===== src/rtl/mips_mc_control_pkg.sv =====
// Shared definitions for the multicycle MIPS control unit:
//   - state encodings (also exported on the State debug port)
//   - supported opcodes
//   - ALUOp / ALUSrcB / PCSrc codes
//   - ctrl_t, the bundle of every datapath control output
package mips_mc_control_pkg;

  localparam int OPW = 6;  // opcode width, Instr[31:26]
  localparam int STW = 4;  // state register width

  typedef enum logic [STW-1:0] {
    S_IDLE   = 4'd0,
    S_FETCH  = 4'd1,
    S_DECODE = 4'd2,
    S_MEMADR = 4'd3,
    S_MEMRD  = 4'd4,
    S_MEMWB  = 4'd5,
    S_MEMWR  = 4'd6,
    S_RTEX   = 4'd7,
    S_RTWB   = 4'd8,
    S_BEQ    = 4'd9,
    S_JMP    = 4'd10,
    S_ADDIEX = 4'd11,
    S_ADDIWB = 4'd12
  } state_e;

  localparam logic [OPW-1:0] OP_LW    = 6'b100011;
  localparam logic [OPW-1:0] OP_SW    = 6'b101011;
  localparam logic [OPW-1:0] OP_RTYPE = 6'b000000;
  localparam logic [OPW-1:0] OP_BEQ   = 6'b000100;
  localparam logic [OPW-1:0] OP_J     = 6'b000010;
  localparam logic [OPW-1:0] OP_ADDI  = 6'b001000;

  localparam logic [1:0] ALUOP_ADD   = 2'b00;
  localparam logic [1:0] ALUOP_SUB   = 2'b01;
  localparam logic [1:0] ALUOP_FUNCT = 2'b10;

  localparam logic [1:0] SRCB_B        = 2'b00;
  localparam logic [1:0] SRCB_FOUR     = 2'b01;
  localparam logic [1:0] SRCB_SEXT     = 2'b10;
  localparam logic [1:0] SRCB_SEXT_SH2 = 2'b11;

  localparam logic [1:0] PCSRC_ALU    = 2'b00;
  localparam logic [1:0] PCSRC_ALUOUT = 2'b01;
  localparam logic [1:0] PCSRC_JUMP   = 2'b10;

  typedef struct packed {
    logic       reg_dst;
    logic       mem_to_reg;
    logic       reg_write;
    logic       i_or_d;
    logic       mem_read;
    logic       mem_write;
    logic       ir_write;
    logic       pc_write;
    logic       pc_write_cond;
    logic [1:0] pc_src;
    logic       alu_src_a;
    logic [1:0] alu_src_b;
    logic [1:0] alu_op;
    logic       instr_done;
    logic       illegal;
  } ctrl_t;

  function automatic logic is_supported(input logic [OPW-1:0] op);
    return (op == OP_LW) || (op == OP_SW) || (op == OP_RTYPE) ||
           (op == OP_BEQ) || (op == OP_J) || (op == OP_ADDI);
  endfunction

endpackage


===== src/rtl/mips_mc_control_if.sv =====
// Control bus between the multicycle control FSM and the datapath.
//   master : control unit (drives selects/enables, samples Opcode/Zero/MemReady)
//   slave  : datapath side (drives Opcode/Zero/MemReady, samples the controls)
interface mips_mc_control_if;
  import mips_mc_control_pkg::*;

  logic [OPW-1:0] Opcode;
  logic           Zero;
  logic           MemReady;

  logic           RegDst;
  logic           MemtoReg;
  logic           RegWrite;
  logic           IorD;
  logic           MemRead;
  logic           MemWrite;
  logic           IRWrite;
  logic           PCWrite;
  logic           PCWriteCond;
  logic [1:0]     PCSrc;
  logic           ALUSrcA;
  logic [1:0]     ALUSrcB;
  logic [1:0]     ALUOp;
  logic           InstrDone;
  logic           Illegal;
  logic [STW-1:0] State;

  modport master (
    input  Opcode, Zero, MemReady,
    output RegDst, MemtoReg, RegWrite, IorD, MemRead, MemWrite, IRWrite,
           PCWrite, PCWriteCond, PCSrc, ALUSrcA, ALUSrcB, ALUOp,
           InstrDone, Illegal, State
  );

  modport slave (
    output Opcode, Zero, MemReady,
    input  RegDst, MemtoReg, RegWrite, IorD, MemRead, MemWrite, IRWrite,
           PCWrite, PCWriteCond, PCSrc, ALUSrcA, ALUSrcB, ALUOp,
           InstrDone, Illegal, State
  );

endinterface


===== src/rtl/mips_mc_control_outdec.sv =====
// mips_ctrl_outdec: purely combinational decode of the control state into
// datapath controls.
//   state     in  current FSM state
//   mem_ready in  memory handshake (only used in FETCH and MEMWR)
//   opcode    in  IR[31:26], only used in DECODE for the Illegal flag
//   ctrl      out all control outputs; zero for IDLE and unused encodings
module mips_ctrl_outdec
  import mips_mc_control_pkg::*;
(
  input  state_e         state,
  input  logic           mem_ready,
  input  logic [OPW-1:0] opcode,
  output ctrl_t          ctrl
);

  always_comb begin
    ctrl = '0;
    case (state)
      S_FETCH: begin
        ctrl.mem_read  = 1'b1;
        ctrl.alu_src_b = SRCB_FOUR;
        // IR load and PC+4 only happen on the cycle memory delivers.
        ctrl.ir_write  = mem_ready;
        ctrl.pc_write  = mem_ready;
      end
      S_DECODE: begin
        ctrl.alu_src_b = SRCB_SEXT_SH2;
        ctrl.illegal   = ~is_supported(opcode);
      end
      S_MEMADR: begin
        ctrl.alu_src_a = 1'b1;
        ctrl.alu_src_b = SRCB_SEXT;
      end
      S_MEMRD: begin
        ctrl.mem_read = 1'b1;
        ctrl.i_or_d   = 1'b1;
      end
      S_MEMWB: begin
        ctrl.reg_write  = 1'b1;
        ctrl.mem_to_reg = 1'b1;
        ctrl.instr_done = 1'b1;
      end
      S_MEMWR: begin
        ctrl.mem_write  = 1'b1;
        ctrl.i_or_d     = 1'b1;
        ctrl.instr_done = mem_ready;
      end
      S_RTEX: begin
        ctrl.alu_src_a = 1'b1;
        ctrl.alu_op    = ALUOP_FUNCT;
      end
      S_RTWB: begin
        ctrl.reg_write  = 1'b1;
        ctrl.reg_dst    = 1'b1;
        ctrl.instr_done = 1'b1;
      end
      S_BEQ: begin
        ctrl.alu_src_a     = 1'b1;
        ctrl.alu_op        = ALUOP_SUB;
        ctrl.pc_write_cond = 1'b1;
        ctrl.pc_src        = PCSRC_ALUOUT;
        ctrl.instr_done    = 1'b1;
      end
      S_JMP: begin
        ctrl.pc_write   = 1'b1;
        ctrl.pc_src     = PCSRC_JUMP;
        ctrl.instr_done = 1'b1;
      end
      S_ADDIEX: begin
        ctrl.alu_src_a = 1'b1;
        ctrl.alu_src_b = SRCB_SEXT;
      end
      S_ADDIWB: begin
        ctrl.reg_write  = 1'b1;
        ctrl.instr_done = 1'b1;
      end
      default: ;
    endcase
  end

endmodule


===== src/rtl/mips_mc_control.sv =====
// mips_mc_control: multicycle MIPS control FSM.
//   clk      in  system clock, rising edge
//   reset_n  in  asynchronous active-low reset, forces IDLE
//   bus      master side of mips_mc_control_if (Opcode/Zero/MemReady in,
//            all datapath selects/enables, InstrDone, Illegal, State out)
//
// state  | meaning
// IDLE   | after reset, all outputs 0
// FETCH  | read instruction at PC, PC+4; wait for MemReady
// DECODE | register read, branch target; dispatch on opcode
// MEMADR | lw/sw effective address
// MEMRD  | lw data read; wait for MemReady
// MEMWB  | lw writeback to rt
// MEMWR  | sw data write; wait for MemReady
// RTEX   | R-type ALU operation
// RTWB   | R-type writeback to rd
// BEQ    | compare, conditional PC load
// JMP    | jump target to PC
// ADDIEX | addi ALU operation
// ADDIWB | addi writeback to rt
module mips_mc_control
  import mips_mc_control_pkg::*;
(
  input  logic              clk,
  input  logic              reset_n,
  mips_mc_control_if.master bus
);

  state_e state_q, state_d;
  ctrl_t  ctrl;

  always_ff @(posedge clk or negedge reset_n) begin
    if (!reset_n) state_q <= S_IDLE;
    else          state_q <= state_d;
  end

  always_comb begin
    state_d = S_IDLE;
    case (state_q)
      S_IDLE:   state_d = S_FETCH;
      S_FETCH:  state_d = bus.MemReady ? S_DECODE : S_FETCH;
      S_DECODE: begin
        case (bus.Opcode)
          OP_LW, OP_SW: state_d = S_MEMADR;
          OP_RTYPE:     state_d = S_RTEX;
          OP_BEQ:       state_d = S_BEQ;
          OP_J:         state_d = S_JMP;
          OP_ADDI:      state_d = S_ADDIEX;
          default:      state_d = S_FETCH;
        endcase
      end
      // Only lw and sw reach MEMADR, so anything not sw is a load.
      S_MEMADR: state_d = (bus.Opcode == OP_SW) ? S_MEMWR : S_MEMRD;
      S_MEMRD:  state_d = bus.MemReady ? S_MEMWB : S_MEMRD;
      S_MEMWB:  state_d = S_FETCH;
      S_MEMWR:  state_d = bus.MemReady ? S_FETCH : S_MEMWR;
      S_RTEX:   state_d = S_RTWB;
      S_RTWB:   state_d = S_FETCH;
      S_BEQ:    state_d = S_FETCH;
      S_JMP:    state_d = S_FETCH;
      S_ADDIEX: state_d = S_ADDIWB;
      S_ADDIWB: state_d = S_FETCH;
      default:  state_d = S_IDLE;
    endcase
  end

  mips_ctrl_outdec u_outdec (
    .state     (state_q),
    .mem_ready (bus.MemReady),
    .opcode    (bus.Opcode),
    .ctrl      (ctrl)
  );

  assign bus.RegDst      = ctrl.reg_dst;
  assign bus.MemtoReg    = ctrl.mem_to_reg;
  assign bus.RegWrite    = ctrl.reg_write;
  assign bus.IorD        = ctrl.i_or_d;
  assign bus.MemRead     = ctrl.mem_read;
  assign bus.MemWrite    = ctrl.mem_write;
  assign bus.IRWrite     = ctrl.ir_write;
  assign bus.PCWrite     = ctrl.pc_write;
  assign bus.PCWriteCond = ctrl.pc_write_cond;
  assign bus.PCSrc       = ctrl.pc_src;
  assign bus.ALUSrcA     = ctrl.alu_src_a;
  assign bus.ALUSrcB     = ctrl.alu_src_b;
  assign bus.ALUOp       = ctrl.alu_op;
  assign bus.InstrDone   = ctrl.instr_done;
  assign bus.Illegal     = ctrl.illegal;
  assign bus.State       = state_q;

endmodule


===== src/flat_wrapper.sv =====
// flat-port wrapper written by rule: the top's interface ports become plain ports
module mips_mc_control_flat import mips_mc_control_pkg::*;
  (clk, reset_n, bus_Opcode, bus_Zero, bus_MemReady, bus_RegDst, bus_MemtoReg, bus_RegWrite, bus_IorD, bus_MemRead, bus_MemWrite, bus_IRWrite, bus_PCWrite, bus_PCWriteCond, bus_PCSrc, bus_ALUSrcA, bus_ALUSrcB, bus_ALUOp, bus_InstrDone, bus_Illegal, bus_State);
  mips_mc_control_if bus_i ();
  input  logic clk;
  input  logic reset_n;
  input wire logic [$bits(bus_i.Opcode)-1:0] bus_Opcode;
  input wire logic [$bits(bus_i.Zero)-1:0] bus_Zero;
  input wire logic [$bits(bus_i.MemReady)-1:0] bus_MemReady;
  output wire logic [$bits(bus_i.RegDst)-1:0] bus_RegDst;
  output wire logic [$bits(bus_i.MemtoReg)-1:0] bus_MemtoReg;
  output wire logic [$bits(bus_i.RegWrite)-1:0] bus_RegWrite;
  output wire logic [$bits(bus_i.IorD)-1:0] bus_IorD;
  output wire logic [$bits(bus_i.MemRead)-1:0] bus_MemRead;
  output wire logic [$bits(bus_i.MemWrite)-1:0] bus_MemWrite;
  output wire logic [$bits(bus_i.IRWrite)-1:0] bus_IRWrite;
  output wire logic [$bits(bus_i.PCWrite)-1:0] bus_PCWrite;
  output wire logic [$bits(bus_i.PCWriteCond)-1:0] bus_PCWriteCond;
  output wire logic [$bits(bus_i.PCSrc)-1:0] bus_PCSrc;
  output wire logic [$bits(bus_i.ALUSrcA)-1:0] bus_ALUSrcA;
  output wire logic [$bits(bus_i.ALUSrcB)-1:0] bus_ALUSrcB;
  output wire logic [$bits(bus_i.ALUOp)-1:0] bus_ALUOp;
  output wire logic [$bits(bus_i.InstrDone)-1:0] bus_InstrDone;
  output wire logic [$bits(bus_i.Illegal)-1:0] bus_Illegal;
  output wire logic [$bits(bus_i.State)-1:0] bus_State;
  assign bus_i.Opcode = bus_Opcode;
  assign bus_i.Zero = bus_Zero;
  assign bus_i.MemReady = bus_MemReady;
  assign bus_RegDst = bus_i.RegDst;
  assign bus_MemtoReg = bus_i.MemtoReg;
  assign bus_RegWrite = bus_i.RegWrite;
  assign bus_IorD = bus_i.IorD;
  assign bus_MemRead = bus_i.MemRead;
  assign bus_MemWrite = bus_i.MemWrite;
  assign bus_IRWrite = bus_i.IRWrite;
  assign bus_PCWrite = bus_i.PCWrite;
  assign bus_PCWriteCond = bus_i.PCWriteCond;
  assign bus_PCSrc = bus_i.PCSrc;
  assign bus_ALUSrcA = bus_i.ALUSrcA;
  assign bus_ALUSrcB = bus_i.ALUSrcB;
  assign bus_ALUOp = bus_i.ALUOp;
  assign bus_InstrDone = bus_i.InstrDone;
  assign bus_Illegal = bus_i.Illegal;
  assign bus_State = bus_i.State;
  mips_mc_control u_core (.clk(clk), .reset_n(reset_n), .bus(bus_i));
endmodule

===== config.mk =====
export PLATFORM = sky130hd
export DESIGN_NAME = mips_mc_control_flat
export DESIGN_NICKNAME = d
export VERILOG_FILES = /design/src/rtl/mips_mc_control_pkg.sv /design/src/rtl/mips_mc_control_if.sv /design/src/rtl/mips_mc_control_outdec.sv /design/src/rtl/mips_mc_control.sv /design/src/flat_wrapper.sv
export SDC_FILE = /design/constraint.sdc
export NUM_CORES = 1
export LEC_CHECK = 0
export CAP_MARGIN = 20
export CORE_MARGIN = 2
export CORE_UTILIZATION = 35
export DETAILED_ROUTE_END_ITERATION = 8
export GPL_TIMING_DRIVEN = 0
export HOLD_SLACK_MARGIN = 0.03
export PLACE_DENSITY = 0.79
export SLEW_MARGIN = 5
export SYNTH_ARGS = -nofsm -noshare
export SYNTH_HDL_FRONTEND = slang
export SYNTH_HIERARCHICAL = 1
export SYNTH_SLANG_ARGS = --single-unit
export TNS_END_PERCENT = 50

===== constraint.sdc =====
create_clock -name clk -period 2 [get_ports clk]
set_input_delay 0.3 -clock clk [delete_from_list [all_inputs] [get_ports clk]]
set_output_delay 0.3 -clock clk [all_outputs]
set_load 0.005 [all_outputs]

After elaboration in Yosys (flattened, before gate mapping) --
Cells that the tools add are included.
Word-level totals: register bits 4, input port bits 10, output and inout bits 22, logic and storage cells 55
Operators by class: equality and inequality tests 17, muxes and demuxes 21, bitwise gates (word level) 1, reduce and logical (&&, ||, !) cells 15
Operators by type and width (count):
- 4-bit one-hot mux with 8 select lines | 1
- 4-bit equality test, second input constant | 5
- 4-bit one-hot mux with 5 select lines | 1
- 4-bit by 3-bit equality test with 1-bit output, second input constant | 4
- 6-bit equality test, second input constant | 2
- 1-bit 2-to-1 mux | 11
- 4-bit by 2-bit equality test with 1-bit output, second input constant | 2
- 2-bit one-hot mux with 2 select lines | 2
- 2-bit OR reduction | 4
- 6-bit by 2-bit equality test with 1-bit output, second input constant | 1
- 6-bit by 3-bit equality test with 1-bit output, second input constant | 1
- 6-bit by 4-bit equality test with 1-bit output, second input constant | 1
- 6-bit zero test | 1
- 2-bit one-hot mux with 3 select lines | 1
- 6-bit OR reduction | 1
- 1-bit logical OR | 5
- 5-bit OR reduction | 1
- 4-bit by 1-bit equality test with 1-bit output, second input constant | 1
- 4-bit zero test | 1
- 2-bit 2-to-1 mux | 2
- 1-bit one-hot mux with 2 select lines | 2
- 4-bit OR reduction | 1
- 3-bit 2-to-1 mux | 1
- 3-bit OR reduction | 1
- 1-bit inverter | 1

Logic depth before layout (Yosys ltp) --
depth after elaboration 8, depth in mapped cells 4, mapped depth without buffers 3

Hierarchy --
The synthesis kept the hierarchy.
Modules (own cells, without submodules):
- mips_mc_control | instances 1, cells an instance 37, area an instance 321.6 um2, sequential area each 100.1 um2
- mips_ctrl_outdec | instances 1, cells an instance 42, area an instance 267.8 um2, sequential area each 0.0 um2

Worst setup path before layout --
Ideal clock, no wire load.
path kind register to output, start point reg u_core.state_q[2], in the netlist u_core/bus.State[2], end point out bus_PCSrc[0], arrival 1.194 ns, data required time 1.700 ns, slack 0.506 ns, cell stages (with the launch flop) 5, buffers on the path 2, path through dfrtp_1 -> buf_2 -> nand2b_1 -> nor2_1 -> buf_4
Between the ends: word-level cells in the longest chain between the ends 2, elaborated cells on any way between the ends 3, those cells by class eq/ne: 2; mux: 1
Ends and longest elaborated chain:
- start: declaration | RTL line mips_mc_control.sv:29 | state_e state_q, state_d;
- start signal: assignment | RTL line mips_mc_control.sv:34 | else state_q <= state_d;
- 4-bit equality test | RTL line mips_mc_control_outdec.sv:18 | case (state)
- 2-bit one-hot mux with 2 select lines (*) | RTL line mips_mc_control_outdec.sv:18
- end: declaration | RTL line flat_wrapper.sv:19 | output wire logic [$bits(bus_i.PCSrc)-1:0] bus_PCSrc;
Mark *: on every way between the ends. The rest lies on a longest branch, timed or not.

Worst setup path after layout --
start point reg u_core.state_q[3], in the netlist u_core/bus.State[3], end point out bus_MemWrite
Between the ends: word-level cells in the longest chain between the ends 2
Ends and longest elaborated chain:
- 4-bit by 3-bit equality test with 1-bit output | RTL line mips_mc_control_outdec.sv:18
- 1-bit 2-to-1 mux | RTL line mips_mc_control_outdec.sv:18
- end: declaration | RTL line flat_wrapper.sv:15 | output wire logic [$bits(bus_i.MemWrite)-1:0] bus_MemWrite;
No other way between the ends.

==> run summary <==
The type of the worst min-delay path was in -> async. On the worst path, the slowest cell contributes a delay of 500 ps. The tools report the slack of the critical path as 89.8 ps. The tree is rooted in a sky130_fd_sc_hd__clkbuf_4. In this run the vertical extent of the chip is 45.0 µm.

For the final cell utilization of the core, the log shows 66.6%. Timing analysis after detailed placement gives a worst setup slack of -445 ps. The total stage count of the critical path is 4. The dominant synthesized flop cell is sky130_fd_sc_hd__dfrtp_1. STA classifies the critical path startpoint as a register. The logs give 1610 ps for the arrival time of the worst setup path and 79 for the gate count of the mapped netlist. The count of port buffers added during placement is 30, and the fraction of layout cells with a size suffix above 1 is 25.0%. For the number of antenna violations at the first check in global routing, the log shows 0. After the last flow step, the layout net total stands at 128. The run gives 0.836 as the final weighted congestion of routability-driven global placement. 32 I/O pins were placed.

Pin count of the biggest net entering global routing: 11. The fill cell total of the finished layout came out at 140. The worst setup path is of the reg -> out kind. The number of vias per cell is 5.45, and the static power due to leakage is 0.498 nW. A synthesized cell averages 7.46 µm². The number of DRC violations after detailed routing is 0, and the met2 routing resource usage after global routing is 30.9%. The worst-case IR drop observed on VDD is 0.896 mV.

CTS saw 4 sinks. The final hold violation count was 0; the total routing resource utilization after global routing was 18.2%. Of the synthesized area, sequential elements account for 17.0%.

The logs give 0 for the number of max-slew violations in the final report and 2030 µm² for the overall die area. The number of H-tree levels was 1; the number of routed nets with antenna violations was 0. The number of nets handed over by synthesis was 89. The buffer depth of the longest clock path came out at 2. After floorplanning, the core was divided into 14 placement rows. The first global-routing pass estimated 2.79 mm of wire.

The horizontal extent of the die works out to 45.0 µm. Among cell families on the critical path, the largest total delay comes from buffers and inverters. The clock arrives with 6.78 ps of skew.

The worst register-to-register path begins at u_core/bus.State[3]. The worst path buffer plus inverter count came out at 2. The HPWL after detailed placement is 1.18 mm, and the fraction of registers with async set or reset after synthesis is 100%. Derived from the worst setup path, the maximum achievable clock frequency is 523 MHz. The slowest stage of the critical path is the sky130_fd_sc_hd__clkdlybuf4s50_1 cell. 0 antenna diodes ended up in the layout. Walking the worst path, the cells encountered are buf_4 > nand2b_1 > nor2_1 > clkdlybuf4s50_1. The overflow left after global routing was 0; the number of warning messages in the yosys log was 6.

TritonCTS built the clock tree. The tool flagged a number of max-cap violations equal to 0. The number of flops mapped to enable cells by yosys came out at 0.

In this run the most used layer during global routing was met2. Setup violations remaining at the end of the flow were counted as 0. The combined area of all synthesized cells is 589 µm².

Setup repair after global routing could not meet its margin everywhere. The number of cells traversed by the worst register-to-register path is 5, and the unique cell type count in the Yosys netlist is 36. The fraction of the cycle the final worst path needs works out to 95.5%. The TritonCTS buffer count was 3; the area growth from synthesis to layout was 74.3%. Critical path startpoint: u_core/bus.State[3]. Global routing consumed, on the met3 layer, 5.20% of the routing resources.

Detailed-route wire length per cell: 12.7 µm. For this block, the initial DRC count from the detailed router was 13. For this run, global-route usage on met1 was measured as 23.2%. After synthesis the netlist holds a flip-flop and latch count of 4.

The worst setup path is captured at a primary output. The later pin in the worst-skew pair is clocked with a latency of 230 ps. The run finished with clean final reports. After clock tree synthesis, the clock-pin slew on the worst setup and hold paths is 40 ps. Wires add up to 1.68 mm. Headroom to the max-slew limit came out at 79.2%. The transition time at the pin with the least slew margin is 309 ps. The worst path needs 1910 ps of the cycle, external delays included.

The flip-flop count of the largest register after layout is 4. The run gives 643 as the via count of the first global-routing pass. For this configuration, the core starts out at a cell density of 38.2%. Before antenna repair, the detailed router went through 4 iterations. The largest fanout of any net on the critical path was 10.

The detailed router placed 720 vias in this run. Data on the critical path is required at its endpoint by 1700 ps. The core region is 1540 µm². Dividing total power by cell area gives a power density of 1180 nW/µm².
==> where the power goes <==
group / internal (mW) / switching [mW] / total (mW)
Clock: 0.0671 / 0.0323 / 0.0994
Combinational: 0.539 / 0.398 / 0.937
Sequential: 0.120 / 0.0611 / 0.181
Total: 0.725 / 0.492 / 1.22
==> per-stage QoR <==
stage	hold WS, ps	area, µm²	instances	setup TNS [ps]	total power, mW
6_report	262	1030	132	0	1.22
5_1_grt	274	1030	132	-24.2	1.34
4_1_cts	266	991	133	-17.2	1.21
3_5_place_dp	516	910	125	-771	1.01
3_3_place_gp	512	910	125	-618	0.996
2_1_floorplan	4.41	589	79	0	0.616
==> layout by cell type (no fill, tap or decap), types with 2 or more instances in the layout <==
cell                               n
sky130_fd_sc_hd__clkdlybuf4s50_1  16
sky130_fd_sc_hd__nor2_1           13
sky130_fd_sc_hd__buf_4            10
sky130_fd_sc_hd__dlymetal6s2s_1    8
sky130_fd_sc_hd__dlygate4sd2_1     6
sky130_fd_sc_hd__dfrtp_2           4
sky130_fd_sc_hd__clkbuf_4          3
sky130_fd_sc_hd__nor3_1            3
sky130_fd_sc_hd__nand2b_1          3
sky130_fd_sc_hd__o21ai_0           3
sky130_fd_sc_hd__a21oi_1           3
sky130_fd_sc_hd__inv_1             2
sky130_fd_sc_hd__nand2_1           2
sky130_fd_sc_hd__nand4_1           2
sky130_fd_sc_hd__nor4bb_1          2
sky130_fd_sc_hd__a31oi_1           2
sky130_fd_sc_hd__nor2b_1           2
sky130_fd_sc_hd__xnor2_1           2
sky130_fd_sc_hd__a211oi_1          2
sky130_fd_sc_hd__nand2b_4          2
sky130_fd_sc_hd__nor2b_2           2
==> cell families after synthesis <==
logic type / synth area share (%)
AO/OA/AOI/OAI: 27.4
XOR/XNOR: 4.46
adder cells (fa/ha/maj): 1.91
buffers and inverters: 8.92
flip-flops: 17.0
AND/OR/NAND/NOR: 40.3
==> Yosys cell counts, types with 2 or more instances <==
master | instances | area share, %
sky130_fd_sc_hd__dfrtp_1 | 4 | 17
sky130_fd_sc_hd__nor2_1 | 14 | 8.9
sky130_fd_sc_hd__nand2b_1 | 6 | 6.4
sky130_fd_sc_hd__nand2_1 | 2 | 1.3
sky130_fd_sc_hd__a21oi_1 | 3 | 2.5
sky130_fd_sc_hd__a211oi_1 | 2 | 2.5
sky130_fd_sc_hd__inv_1 | 2 | 1.3
sky130_fd_sc_hd__nor4bb_1 | 2 | 3.4
sky130_fd_sc_hd__o21ai_0 | 3 | 2.5
sky130_fd_sc_hd__buf_2 | 3 | 2.5
sky130_fd_sc_hd__a31oi_1 | 2 | 2.1
sky130_fd_sc_hd__nor2b_1 | 4 | 4.2
sky130_fd_sc_hd__nor3_1 | 3 | 2.5
sky130_fd_sc_hd__nand4_1 | 2 | 2.1
sky130_fd_sc_hd__a21boi_0 | 2 | 2.5
sky130_fd_sc_hd__xnor2_1 | 2 | 3.0
sky130_fd_sc_hd__buf_4 | 4 | 5.1
==> routing by layer <==
metal | up-vias | wire, µm
met5 | - | 0
met4 | 0 | 0
met3 | 0 | 123
met2 | 28 | 823
met1 | 324 | 733
li1 | 368 | -
==> worst register-to-register path, cell delays in order, from the launching register on <==
cell                        delay, ps
sky130_fd_sc_hd__dfrtp_2          390
sky130_fd_sc_hd__buf_4            150
sky130_fd_sc_hd__buf_4            160
sky130_fd_sc_hd__nor4b_4          280
sky130_fd_sc_hd__o2111ai_1        140
sky130_fd_sc_hd__o21ai_0          100
==> final timing paths <==
check / to / slack, ps
max in group asynchronous: u_core/bus.State[0] / 1550
min in group clk: u_core/bus.State[2] / 560
worst min-delay path: u_core/bus.State[3] / 260
worst min register to register: u_core/bus.State[1] / 790
worst max register to register: u_core/bus.State[3] / 690
worst max-delay path: bus_MemWrite / 90
==> area by class of cell <==
cell class | count | area (µm²) | share of cell area [%]
plain buffers | 6 | 48.8 | 4.75
multi-input cells | 66 | 473 | 46.0
inverters | 2 | 7.51 | 0.731
well taps | 16 | 20.0 | 1.95
repair buffers | 35 | 350 | 34.1
clock buffers | 3 | 22.5 | 2.19
flip-flops and latches | 4 | 105 | 10.2
==> repair_timing <==
item                                    4_1_cts  5_1_grt
resized for setup                            16       16
endpoints found under the setup margin       18       13
hold buffers                                  0        0
pin swaps                                     1        0
setup buffers                                 5        0
Note: power is estimated with default switching activity, not from simulation.
